File: src/rtl/hazard_unit.sv
// hazard_unit: pipeline advance/stall/flush control ahead of the forwarding
// unit. Resolves halt, data-cache wait, branch flush, load-use bubble and
// instruction-fetch wait, remembers a fetch that landed while the PC was held,
// and keeps saturating debug counters of stall cycles and branch flushes.
module hazard_unit #(
  parameter int CNT_W = 16
) (
  input  logic             CLK,
  input  logic             nRST,
  input  logic             ihit,
  input  logic             dhit,
  input  logic             mem_dREN,
  input  logic             mem_dWEN,
  input  logic             ex_dREN,
  input  logic [4:0]       ex_regRd,
  input  logic [4:0]       id_regRs,
  input  logic [4:0]       id_regRt,
  input  logic             id_uses_rt,
  input  logic             ex_branch_taken,
  input  logic             wb_halt,
  output logic             pc_en,
  output logic             ifid_en,
  output logic             idex_en,
  output logic             exmem_en,
  output logic             memwb_en,
  output logic             ifid_flush,
  output logic             idex_flush,
  output logic             halted,
  output logic [CNT_W-1:0] stall_cycles,
  output logic [CNT_W-1:0] flush_count
);

  localparam logic [1:0] ST_RUN     = 2'd0;
  localparam logic [1:0] ST_MEMWAIT = 2'd1;
  localparam logic [1:0] ST_HALTED  = 2'd2;

  localparam logic [CNT_W-1:0] CNT_ONE = {{(CNT_W-1){1'b0}}, 1'b1};
  localparam logic [CNT_W-1:0] CNT_MAX = {CNT_W{1'b1}};

  logic [1:0]       r_state;
  logic [1:0]       w_state_next;
  logic             r_ifetch_done;
  logic [CNT_W-1:0] r_stall_cycles;
  logic [CNT_W-1:0] r_flush_count;

  logic w_mem_block;
  logic w_fetch_ok;
  logic w_load_use;
  logic w_flush_evt;
  logic w_stall_evt;

  assign w_mem_block = (mem_dREN | mem_dWEN) & ~dhit;
  assign w_fetch_ok  = ihit | r_ifetch_done;
  assign w_load_use  = ex_dREN & (ex_regRd != 5'd0) &
                       ((ex_regRd == id_regRs) | (id_uses_rt & (ex_regRd == id_regRt)));

  // A PC-held cycle counts as a stall only while the core is still live.
  assign w_stall_evt = ~pc_en & (r_state != ST_HALTED);

  assign stall_cycles = r_stall_cycles;
  assign flush_count  = r_flush_count;

  // Priority decode of latch enables/flushes and next state.
  always_comb begin
    pc_en        = 1'b0;
    ifid_en      = 1'b0;
    idex_en      = 1'b0;
    exmem_en     = 1'b0;
    memwb_en     = 1'b0;
    ifid_flush   = 1'b0;
    idex_flush   = 1'b0;
    halted       = 1'b0;
    w_flush_evt  = 1'b0;
    w_state_next = r_state;
    if (!nRST) begin
      w_state_next = ST_RUN;
    end else begin
      case (r_state)
        ST_RUN, ST_MEMWAIT: begin
          if (wb_halt) begin
            w_state_next = ST_HALTED;
          end else if (w_mem_block) begin
            w_state_next = ST_MEMWAIT;
          end else begin
            // Access done (or none pending): one advance cycle, back to RUN.
            w_state_next = ST_RUN;
            exmem_en     = 1'b1;
            memwb_en     = 1'b1;
            idex_en      = 1'b1;
            if (ex_branch_taken) begin
              pc_en       = 1'b1;
              ifid_en     = 1'b1;
              ifid_flush  = 1'b1;
              idex_flush  = 1'b1;
              w_flush_evt = 1'b1;
            end else if (w_load_use) begin
              idex_flush  = 1'b1;
            end else if (!w_fetch_ok) begin
              ifid_en     = 1'b1;
              ifid_flush  = 1'b1;
            end else begin
              pc_en       = 1'b1;
              ifid_en     = 1'b1;
            end
          end
        end
        ST_HALTED: begin
          halted = 1'b1;
        end
        default: begin
          w_state_next = ST_RUN;
        end
      endcase
    end
  end

  // State register.
  always_ff @(posedge CLK or negedge nRST) begin
    if (!nRST) begin
      r_state <= ST_RUN;
    end else begin
      r_state <= w_state_next;
    end
  end

  // Remember a fetch that completed while the PC was held; clear wins on advance.
  always_ff @(posedge CLK or negedge nRST) begin
    if (!nRST) begin
      r_ifetch_done <= 1'b0;
    end else if (pc_en) begin
      r_ifetch_done <= 1'b0;
    end else if (ihit) begin
      r_ifetch_done <= 1'b1;
    end else begin
      r_ifetch_done <= r_ifetch_done;
    end
  end

  // Saturating stall-cycle counter.
  always_ff @(posedge CLK or negedge nRST) begin
    if (!nRST) begin
      r_stall_cycles <= {CNT_W{1'b0}};
    end else if (w_stall_evt && (r_stall_cycles != CNT_MAX)) begin
      r_stall_cycles <= r_stall_cycles + CNT_ONE;
    end else begin
      r_stall_cycles <= r_stall_cycles;
    end
  end

  // Saturating branch-flush counter.
  always_ff @(posedge CLK or negedge nRST) begin
    if (!nRST) begin
      r_flush_count <= {CNT_W{1'b0}};
    end else if (w_flush_evt && (r_flush_count != CNT_MAX)) begin
      r_flush_count <= r_flush_count + CNT_ONE;
    end else begin
      r_flush_count <= r_flush_count;
    end
  end

endmodule

File: config.mk
export PLATFORM = sky130hd
export DESIGN_NAME = hazard_unit
export DESIGN_NICKNAME = d
export VERILOG_FILES = /design/src/rtl/hazard_unit.sv
export SDC_FILE = /design/constraint.sdc
export NUM_CORES = 1
export LEC_CHECK = 0
export CORE_ASPECT_RATIO = 1.5
export CORE_MARGIN = 4
export CORE_UTILIZATION = 38
export DETAILED_ROUTE_END_ITERATION = 8
export PLACE_DENSITY = 0.79
export SLEW_MARGIN = 15
export SYNTH_ARGS = -nofsm -noshare
export SYNTH_HDL_FRONTEND = slang
export SYNTH_SLANG_ARGS = --single-unit
File: constraint.sdc
create_clock -name CLK -period 2.15 [get_ports CLK]
set_input_delay 0.215 -clock CLK [delete_from_list [all_inputs] [get_ports CLK]]
set_output_delay 0.215 -clock CLK [all_outputs]
set_load 0.03 [all_outputs]
== Yosys cells after proc, flatten, opt, wreduce, memory -nomap -nowiden ==
Index checks and enable logic that the tools add are counted.

* Register bits: 35
* Bits of input ports: 25
* Output and inout bits: 40
* Logic and storage cells: 73

* Add/subtract/negate cells: 2
* Eq/ne operators: 8
* Mux-type cells: 43
* Bitwise gates (word level): 10
* Reduce and logical (&&, ||, !) cells: 6

{| class="wikitable"
|+ Operator list
! kind !! count
|-
| two-way mux 1 bit || 40
|-
| adder 16 x 1 -> 16 bit (second input constant) || 2
|-
| != test 16 bit (second input constant) || 2
|-
| == test 5 bit || 2
|-
| AND 1 bit || 5
|-
| nonzero test 5 bit || 1
|-
| two-way mux 2 bit || 2
|-
| != test 2 bit (second input constant) || 2
|-
| one-hot mux 2 bit (2 select lines) || 1
|-
| OR 1 bit || 3
|-
| == test 2 x 1 -> 1 bit (second input constant) || 1
|-
| == test 2 bit (second input constant) || 1
|-
| logical AND 1 bit || 2
|-
| zero test 2 bit || 1
|-
| NOT 1 bit || 2
|-
| nonzero test 2 bit || 1
|-
| OR reduction 2 bit || 1
|}

== Logic depth before layout (Yosys ltp) ==
Gate-level depths: netlist of the first run.

* Depth in word-level cells: 13
* Mapped depth: 7
* Depth with buffers taken out: 7

== Worst setup path after synthesis of the first run ==
Ideal clock, no wire load.

* Kind: register -> register
* Start: register r_state[1]
* End: register r_flush_count[11] (netlist: flush_count[11])
* Arrival time: 1.963 ns
* Data required time: 2.070 ns
* Path slack: 0.106 ns
* Stages on the path, launching flop included: 8
* Path buffers: 0
* Path through: dfrtp_1 nor2_1 nand3_1 inv_1 nand2_1 or4_4 nor3_2 xor2_1

* Longest elaborated chain between the ends: 5
* Elaborated cells on any way between the ends: 6

{| class="wikitable"
|+ RTL lines
! element !! line !! RTL
|-
| start: declaration || 40 || <nowiki>logic [1:0] r_state;</nowiki>
|-
| start signal: assignment || 122 || <nowiki>r_state <= w_state_next;</nowiki>
|-
| == test 2 x 1 -> 1 bit or zero test 2 bit (tied branches) || 78 || <nowiki>case (r_state)</nowiki>
|-
| OR reduction 2 bit * || 78 ||
|-
| two-way mux 1 bit * || 78 ||
|-
| two-way mux 1 bit * || 75 || <nowiki>if (!nRST) begin</nowiki>
|-
| logical AND 1 bit * || 154 || <nowiki>end else if (w_flush_evt && (r_flush_count != CNT_MAX)) begin</nowiki>
|-
| end signal: assignment || 153 || <nowiki>r_flush_count <= {CNT_W{1'b0}};</nowiki>
|-
| end signal: assignment || 155 || <nowiki>r_flush_count <= r_flush_count + CNT_ONE;</nowiki>
|-
| end signal: assignment || 157 || <nowiki>r_flush_count <= r_flush_count;</nowiki>
|-
| end: declaration || 44 || <nowiki>logic [CNT_W-1:0] r_flush_count;</nowiki>
|}

Mark *: on every way between the ends. The rest lies on a longest branch, timed or not.
A chain may end at the register's enable or synchronous reset.

== Final worst setup path of the first run ==
* Start: input ex_regRd[4]
* End: output pc_en

* Longest elaborated chain between the ends: 10
* Elaborated cells on any way between the ends: 13

{| class="wikitable"
|+ RTL lines
! element !! line !! RTL
|-
| start: declaration || 15 || <nowiki>input logic [4:0] ex_regRd,</nowiki>
|-
| == test 5 bit || 55 || <nowiki>((ex_regRd == id_regRs) | (id_uses_rt & (ex_regRd == id_regRt)));</nowiki>
|-
| AND 1 bit || 55 ||
|-
| OR 1 bit || 55 ||
|-
| AND 1 bit * || 54 || <nowiki>assign w_load_use = ex_dREN & (ex_regRd != 5'd0) &</nowiki>
|-
| two-way mux 1 bit * || 96 || <nowiki>end else if (w_load_use) begin</nowiki>
|-
| two-way mux 1 bit * || 90 || <nowiki>if (ex_branch_taken) begin</nowiki>
|-
| two-way mux 1 bit * || 82 || <nowiki>end else if (w_mem_block) begin</nowiki>
|-
| two-way mux 1 bit * || 80 || <nowiki>if (wb_halt) begin</nowiki>
|-
| two-way mux 1 bit * || 78 ||
|-
| two-way mux 1 bit * || 75 ||
|-
| end: declaration || 21 || <nowiki>output logic pc_en,</nowiki>
|}

Marked as above.

==> metrics.md, run 1 <==
| Metric | Value |
|---|---|
| Number of buffers inserted by hold repair at cts | 0 |
| Layout cell share with drive strength beyond 1 | 0.184 |
| Total power | 2.70 mW |
| Max Cap Viol | 0 |
| Seq/Total Area, Yosys | 0.464 |
| Commonest non-fill, non-tap cell in the layout | clkdlybuf4s50_1 |
| Maximum VDD drop | 999 uV |
| CP delay by family, top | simple AND/OR/NAND/NOR gates |
| Fin. Hold Viols | 0 |
| Mapped Area | 1890 um2 |
| Crit share post-route | 0.981 |
| Final wirelength | 4.79 mm |
| Hold Path Class | primary input to async pin |
| Placed Area | 2670 um2 |
| Post-Synthesis Cells | 188 |
| CP arrival | between 1.5 and 2 ns |
| CP cell instances | clkdlybuf4s15_1 -> buf_4 -> or4_4 -> o21ai_4 -> nand2b_4 -> o211a_4 -> buf_6 -> buf_6 |
| Critical Path Start Type | primary input |
| Final ANT Viol Nets | 0 |
| Seq cells post-synth | 35 |
| CP peak stage delay | 0.55 ns |
| Final setup viols | 0 |
| Status | complete, no violations |
| RSZ-0062 raised after global routing | yes |
| Core area | 4810 um2 |
| Clock-pin slew on the worst setup and hold paths | 0.08 ns |
| Root buffer cell | clkbuf_8 |
| Area of the die | 6180 um2 |
| CP Launch Point | ex_regRd[4] |
| Fin area | 2860 um2 |
| Leakage | 1.24 nW |
| Detailed placement HPWL | 3.56 mm |
| Setup crit end | pc_en |
| # IOs | 65 |
| Crit path top cell by count | buf_6 |
| Avg Vias per Cell | 4.95 |
| Largest net degree at the start of global routing | 39 |
| Reg2Reg Setup Slack | 0.13 ns |
| Max Fanout on Critical Path | 7 |
| Antenna violations before repair | 0 |
| Mapped Avg Cell Area | 10.0 um2 |
| PortBufs | 64 |
| Worst r2r path cells | 5 |
| Initial Util | 0.392 |
| Fin nets | approximately 300 |
| Critical Path RT | 1.93 ns |
| Layout area overhead | 51.8% |
| Die H | 94.3 um |
| DR WL/cell | 14.2 um |
| Final Max Tran Viols | 0 |
| Peak Freq | 0.474 GHz |
| DRC viols | 0 |
| CP Buf/Inv Count | 4 |
| Global-route wire length before repair | between 7 and 8 mm |
| CP Capture Type | output port |
| Post-Route Skew | 0.0111 ns |
| CTS tree | yes |
| Clk sink count | 35 |
| DRT iter0 DRCs | 72 |
| Syn_nets | 215 |
| Gr usage total | 0.166 |
| Worst path slowest cell | or4_4 |
| Slew @ Worst Pin | 0.550 ns |
| Row cnt | 31 |
| Ant diodes | 0 |
| Clk_lat worst skew | between 0.2 and 0.3 ns |
| PD cells | 942 nW/um2 |
| WS Path Type | primary input to output port |
| Vias in the first global route | 1,707 |
| Die W | 65.5 um |
| Post-synth cell types | 32 |
| CTS Buf Count | 5 |
| FILL cells | 435 |
| Instance count on the critical path | 8 |
| Most frequent cells in the layout | clkdlybuf4s50_1, dfrtp_1, xor2_1 |
| Post-layout minimum cycle time | 2.11 ns |
| Worst r2r src | flush_count[7]$_DFFE_PN0P_ |
| Clk buf depth | 2 |
| H-tree depth | 2 |
| GP Congestion | slightly below 0.8 |
| DR pass1 iterations | 4 |
| Warnings from Yosys | 0 |
| Routed vias | 1,674 |
| Remaining global-route overflow | 0 |
| Reg-to-reg endpoint | flush_count[1]$_DFFE_PN0P_ |
| Max_slew headroom | 0.633 |
==> repair_timing <==
| action | 4_1_cts | 5_1_grt |
|---|---|---|
| pin swaps | 5 | 6 |
| cloned | 0 | 0 |
| setup endpoints to repair | 4 | 10 |
| gates resized for setup | 16 | 7 |
| buffers inserted | 1 | 0 |
==> registers in the layout, indices dropped and copies added, names as in the netlist <==
signal / flops
flush_count: 16
r_ifetch_done: 1
r_state: 2
stall_cycles: 16
==> layer usage <==
layer	global-route usage	up-vias	part of all wire
met5	0	-	0
met4	0.0519	0	0.011
met3	0.0359	4	0.043
met2	0.306	48	0.54
met1	0.186	802	0.40
li1	-	820	-
==> where the power goes <==
part / internal (mW) / switching, mW
clock: 0.345 / 0.247
sequential: 0.812 / 0.206
combinational: 0.478 / 0.610
total: 1.63 / 1.06
==> Yosys cell counts <==
cell / count / area share
nor3_2: 1 / 0.0053
xor2_1: 27 / 0.13
nor4_4: 1 / 0.011
o41ai_2: 1 / 0.0086
nor4_1: 5 / 0.017
nor2_1: 24 / 0.048
a32oi_1: 1 / 0.0046
inv_1: 4 / 0.0080
or2_2: 1 / 0.0033
nor2b_1: 1 / 0.0033
mux2_2: 4 / 0.024
dfrtp_1: 35 / 0.46
nor3b_1: 2 / 0.0080
a21oi_1: 3 / 0.0080
or4_1: 1 / 0.0040
nor4_2: 2 / 0.013
nand2b_1: 2 / 0.0066
buf_6: 1 / 0.0060
nand3_1: 13 / 0.035
and2_1: 2 / 0.0066
and3_1: 1 / 0.0033
o21ai_0: 1 / 0.0027
and4_1: 3 / 0.014
or4_4: 1 / 0.0060
nand4_1: 8 / 0.027
nor3_1: 5 / 0.013
o21bai_1: 1 / 0.0040
o211a_4: 1 / 0.0093
xnor2_1: 10 / 0.046
ha_1: 2 / 0.013
buf_4: 2 / 0.0080
nand2_1: 22 / 0.044
==> through the flow <==
stage	hold slack (ns)	util	setup slack [ns]	instances	setup TNS (ns)
after floorplan	-0.0806	-	0.106	188	0
after global placement	0.474	0.555	-0.203	329	-2.07
after detailed placement	0.474	0.555	-0.281	329	-3.52
after CTS	0.427	0.590	-0.00301	338	-0.00583
after global routing	0.489	0.595	-0.00704	338	-0.00704
final	0.411	0.595	0.0411	338	0
==> area by class of cell <==
cell class | count | area [um2] | area share
Inverter | 4 | 15.0 | 0.00524
Clock buffer | 5 | 68.8 | 0.0240
Timing Repair Buffer | 79 | 748 | 0.261
Clock inverter | 3 | 43.8 | 0.0153
Multi-Input combinational cell | 146 | 1030 | 0.359
Tap cell | 66 | 82.6 | 0.0288
Sequential cell | 35 | 876 | 0.306
==> cells by family after synthesis <==
group	count (synthesis)	synth area share
AND/OR/NAND/NOR	95	0.267
XOR/XNOR	37	0.172
flip-flops	35	0.464
AO/OA/AOI/OAI	8	0.0372
buffers and inverters	7	0.0219
multiplexers	4	0.0239
adder cells (fa/ha/maj)	2	0.0133
==> worst min path at each step <==
stage / start / end / slack (ns) / cells past startpoint
6_report: nRST / stall_cycles[10]$_DFFE_PN0P_ / 0.41 / 2
5_1_grt: nRST / r_state[1]$_DFFE_PN0N_ / 0.49 / 2
3_5_place_dp: stall_cycles[8]$_DFFE_PN0P_ / stall_cycles[8]$_DFFE_PN0P_ / 0.47 / 1
2_1_floorplan: nRST / flush_count[0]$_DFFE_PN0P_ / -0.08 / 0
4_1_cts: nRST / flush_count[13]$_DFFE_PN0P_ / 0.43 / 2
3_3_place_gp: stall_cycles[8]$_DFFE_PN0P_ / stall_cycles[8]$_DFFE_PN0P_ / 0.47 / 1
(Power assumes the default switching activity.)
==> run 2: changes to the inputs <==
Settings changed: CTS_CLUSTER_DIAMETER set to 40, SETUP_SLACK_MARGIN set to 0.4, TNS_END_PERCENT set to 5.
==> metrics.md, run 2 (same netlist as run 1, synthesis figures left out) <==
| Metric | Value |
|---|---|
| Critical Path Start Type | primary input |
| CP cell instances | buf_2 -> or4_4 -> o21ai_2 -> nand2b_4 -> o211a_4 -> buf_6 -> buf_6 |
| Largest net degree at the start of global routing | 21 |
| H-tree depth | 2 |
| Final Max Tran Viols | 0 |
| # IOs | 65 |
| Post-layout minimum cycle time | 1.86 ns |
| Global-route wire length before repair | ~8 mm |
| CP peak stage delay | 0.52 ns |
| GP Congestion | 0.811 |
| Final setup viols | 0 |
| Initial Util | 0.392 |
| Remaining global-route overflow | 0 |
| RSZ-0062 raised after global routing | yes |
| Root buffer cell | clkbuf_8 |
| Fin. Hold Viols | 0 |
| Max Cap Viol | 0 |
| Layout area overhead | 64.4% |
| Row cnt | 31 |
| WHS | between 0.2 and 0.25 ns |
| DR pass1 iterations | 4 |
| Setup TNS | 0 ns |
| CP arrival | around 1.6 ns |
| Max_slew headroom | 0.770 |
| Crit path top cell by count | buf_6 |
| Layout cell share with drive strength beyond 1 | 0.338 |
| Routed vias | 1,777 |
| Fin nets | 319 |
| Peak Freq | 0.538 GHz |
| PortBufs | 64 |
| Core area | 4810 um2 |
| Worst path slowest cell | or4_4 |
| Status | complete, no violations |
| Clk buf depth | 2 |
| Slew @ Worst Pin | 0.343 ns |
| Antenna violations before repair | 0 |
| Clock-pin slew on the worst setup and hold paths | 0.07 ns |
| Final ANT Viol Nets | 0 |
| Avg Vias per Cell | 4.95 |
| DR WL/cell | 14.2 um |
| CTS tree | yes |
| WS Path Type | primary input to output port |
| CP delay by family, top | simple AND/OR/NAND/NOR gates |
| Post-Route Skew | 0.00803 ns |
| DRT iter0 DRCs | 59 |
| Vias in the first global route | 1,780 |
| Max Fanout on Critical Path | 6 |
| CP Buf/Inv Count | 3 |
| PD cells | 921 nW/um2 |
| Commonest non-fill, non-tap cell in the layout | clkdlybuf4s50_1 |
| Final wirelength | about 5.1 mm |
| FILL cells | 409 |
| Die H | 94.3 um |
| Most frequent cells in the layout | clkdlybuf4s50_1, buf_4, xor2_1, dfrtp_1 |
| Hold Path Class | primary input to register |
| Clk_lat worst skew | 0.28 ns |
| Area of the die | 6180 um2 |
| Gr usage total | 0.172 |
| Detailed placement HPWL | ~3.8 mm |
| Critical Path RT | 1.93 ns |
| Ant diodes | 0 |
| Leakage | 1.37 nW |
| Clk sink count | 35 |
| Die W | 65.5 um |
| Maximum VDD drop | between 800 and 900 uV |
| Crit share post-route | 0.865 |
| CTS Buf Count | 5 |
| CP Capture Type | output port |
| DRC viols | 0 |
[run 2: what timing repair did]
| action | in CTS | in global routing |
|---|---|---|
| resized for setup | 33 | 35 |
| endpoints found under the hold margin | 6 | 0 |
| setup buffers | 1 | 15 |
| hold buffers | 3 | 0 |
| pin swaps | 7 | 19 |
| setup endpoints to repair | 27 | 35 |
[run 2: worst paths after layout]
check / startpoint / to / slack (ns) / cells past startpoint
setup / recovery: ex_regRd[2] / pc_en / 0.29 / 7
hold / removal: nRST / r_state[0]$_DFFE_PN0N_ / 0.22 / 3
setup reg to reg: stall_cycles[3]$_DFFE_PN0P_ / stall_cycles[1]$_DFFE_PN0P_ / 0.33 / 6
hold reg to reg: stall_cycles[6]$_DFFE_PN0P_ / stall_cycles[6]$_DFFE_PN0P_ / 0.48 / 1
max in group asynchronous: nRST / flush_count[8]$_DFFE_PN0P_ / 1.37 / 3
min in group asynchronous: nRST / stall_cycles[1]$_DFFE_PN0P_ / 0.47 / 2
[run 2: power breakdown]
group          switching, mW  total [mW]  internal, mW
clock                  0.235       0.610         0.375
sequential             0.219        1.04         0.823
combinational          0.653        1.20         0.551
[run 2: metrics by stage]
step	utilization	cell area [um2]	setup slack (ns)	cells	power, mW
after floorplan	-	1930	0.317	188	1.62
after global placement	0.568	2730	-0.398	332	2.10
after global routing	0.645	3100	0.227	359	3.01
after CTS	0.601	2890	0.227	344	2.75
after detailed placement	0.568	2730	-0.431	332	2.12
final	0.645	3100	0.291	359	2.86
[run 2: tightest hold or removal path: stages]
cell and delay (ns):
buf_2 0.15, nand2_1 0.07, nor2_1 0.04
[run 2: layout make-up]
| cell class | count | area [um2] | share of cell area |
|---|---|---|---|
| multi-input combinational | 146 | 1100 | 0.354 |
| timing repair buffer | 100 | 896 | 0.289 |
| sequential | 35 | 888 | 0.287 |
| tap | 66 | 82.6 | 0.0266 |
| inverter | 4 | 17.5 | 0.00565 |
| clock inverter | 2 | 35.0 | 0.0113 |
| clock buffer | 6 | 82.6 | 0.0266 |
[run 2: layer usage]
| metal | track usage | vias up | part of all wire |
|---|---|---|---|
| met5 | 0 | - | 0 |
| met4 | 0.0554 | 0 | 0.015 |
| met3 | 0.0491 | 10 | 0.039 |
| met2 | 0.317 | 54 | 0.55 |
| met1 | 0.184 | 857 | 0.40 |
| li1 | - | 856 | - |
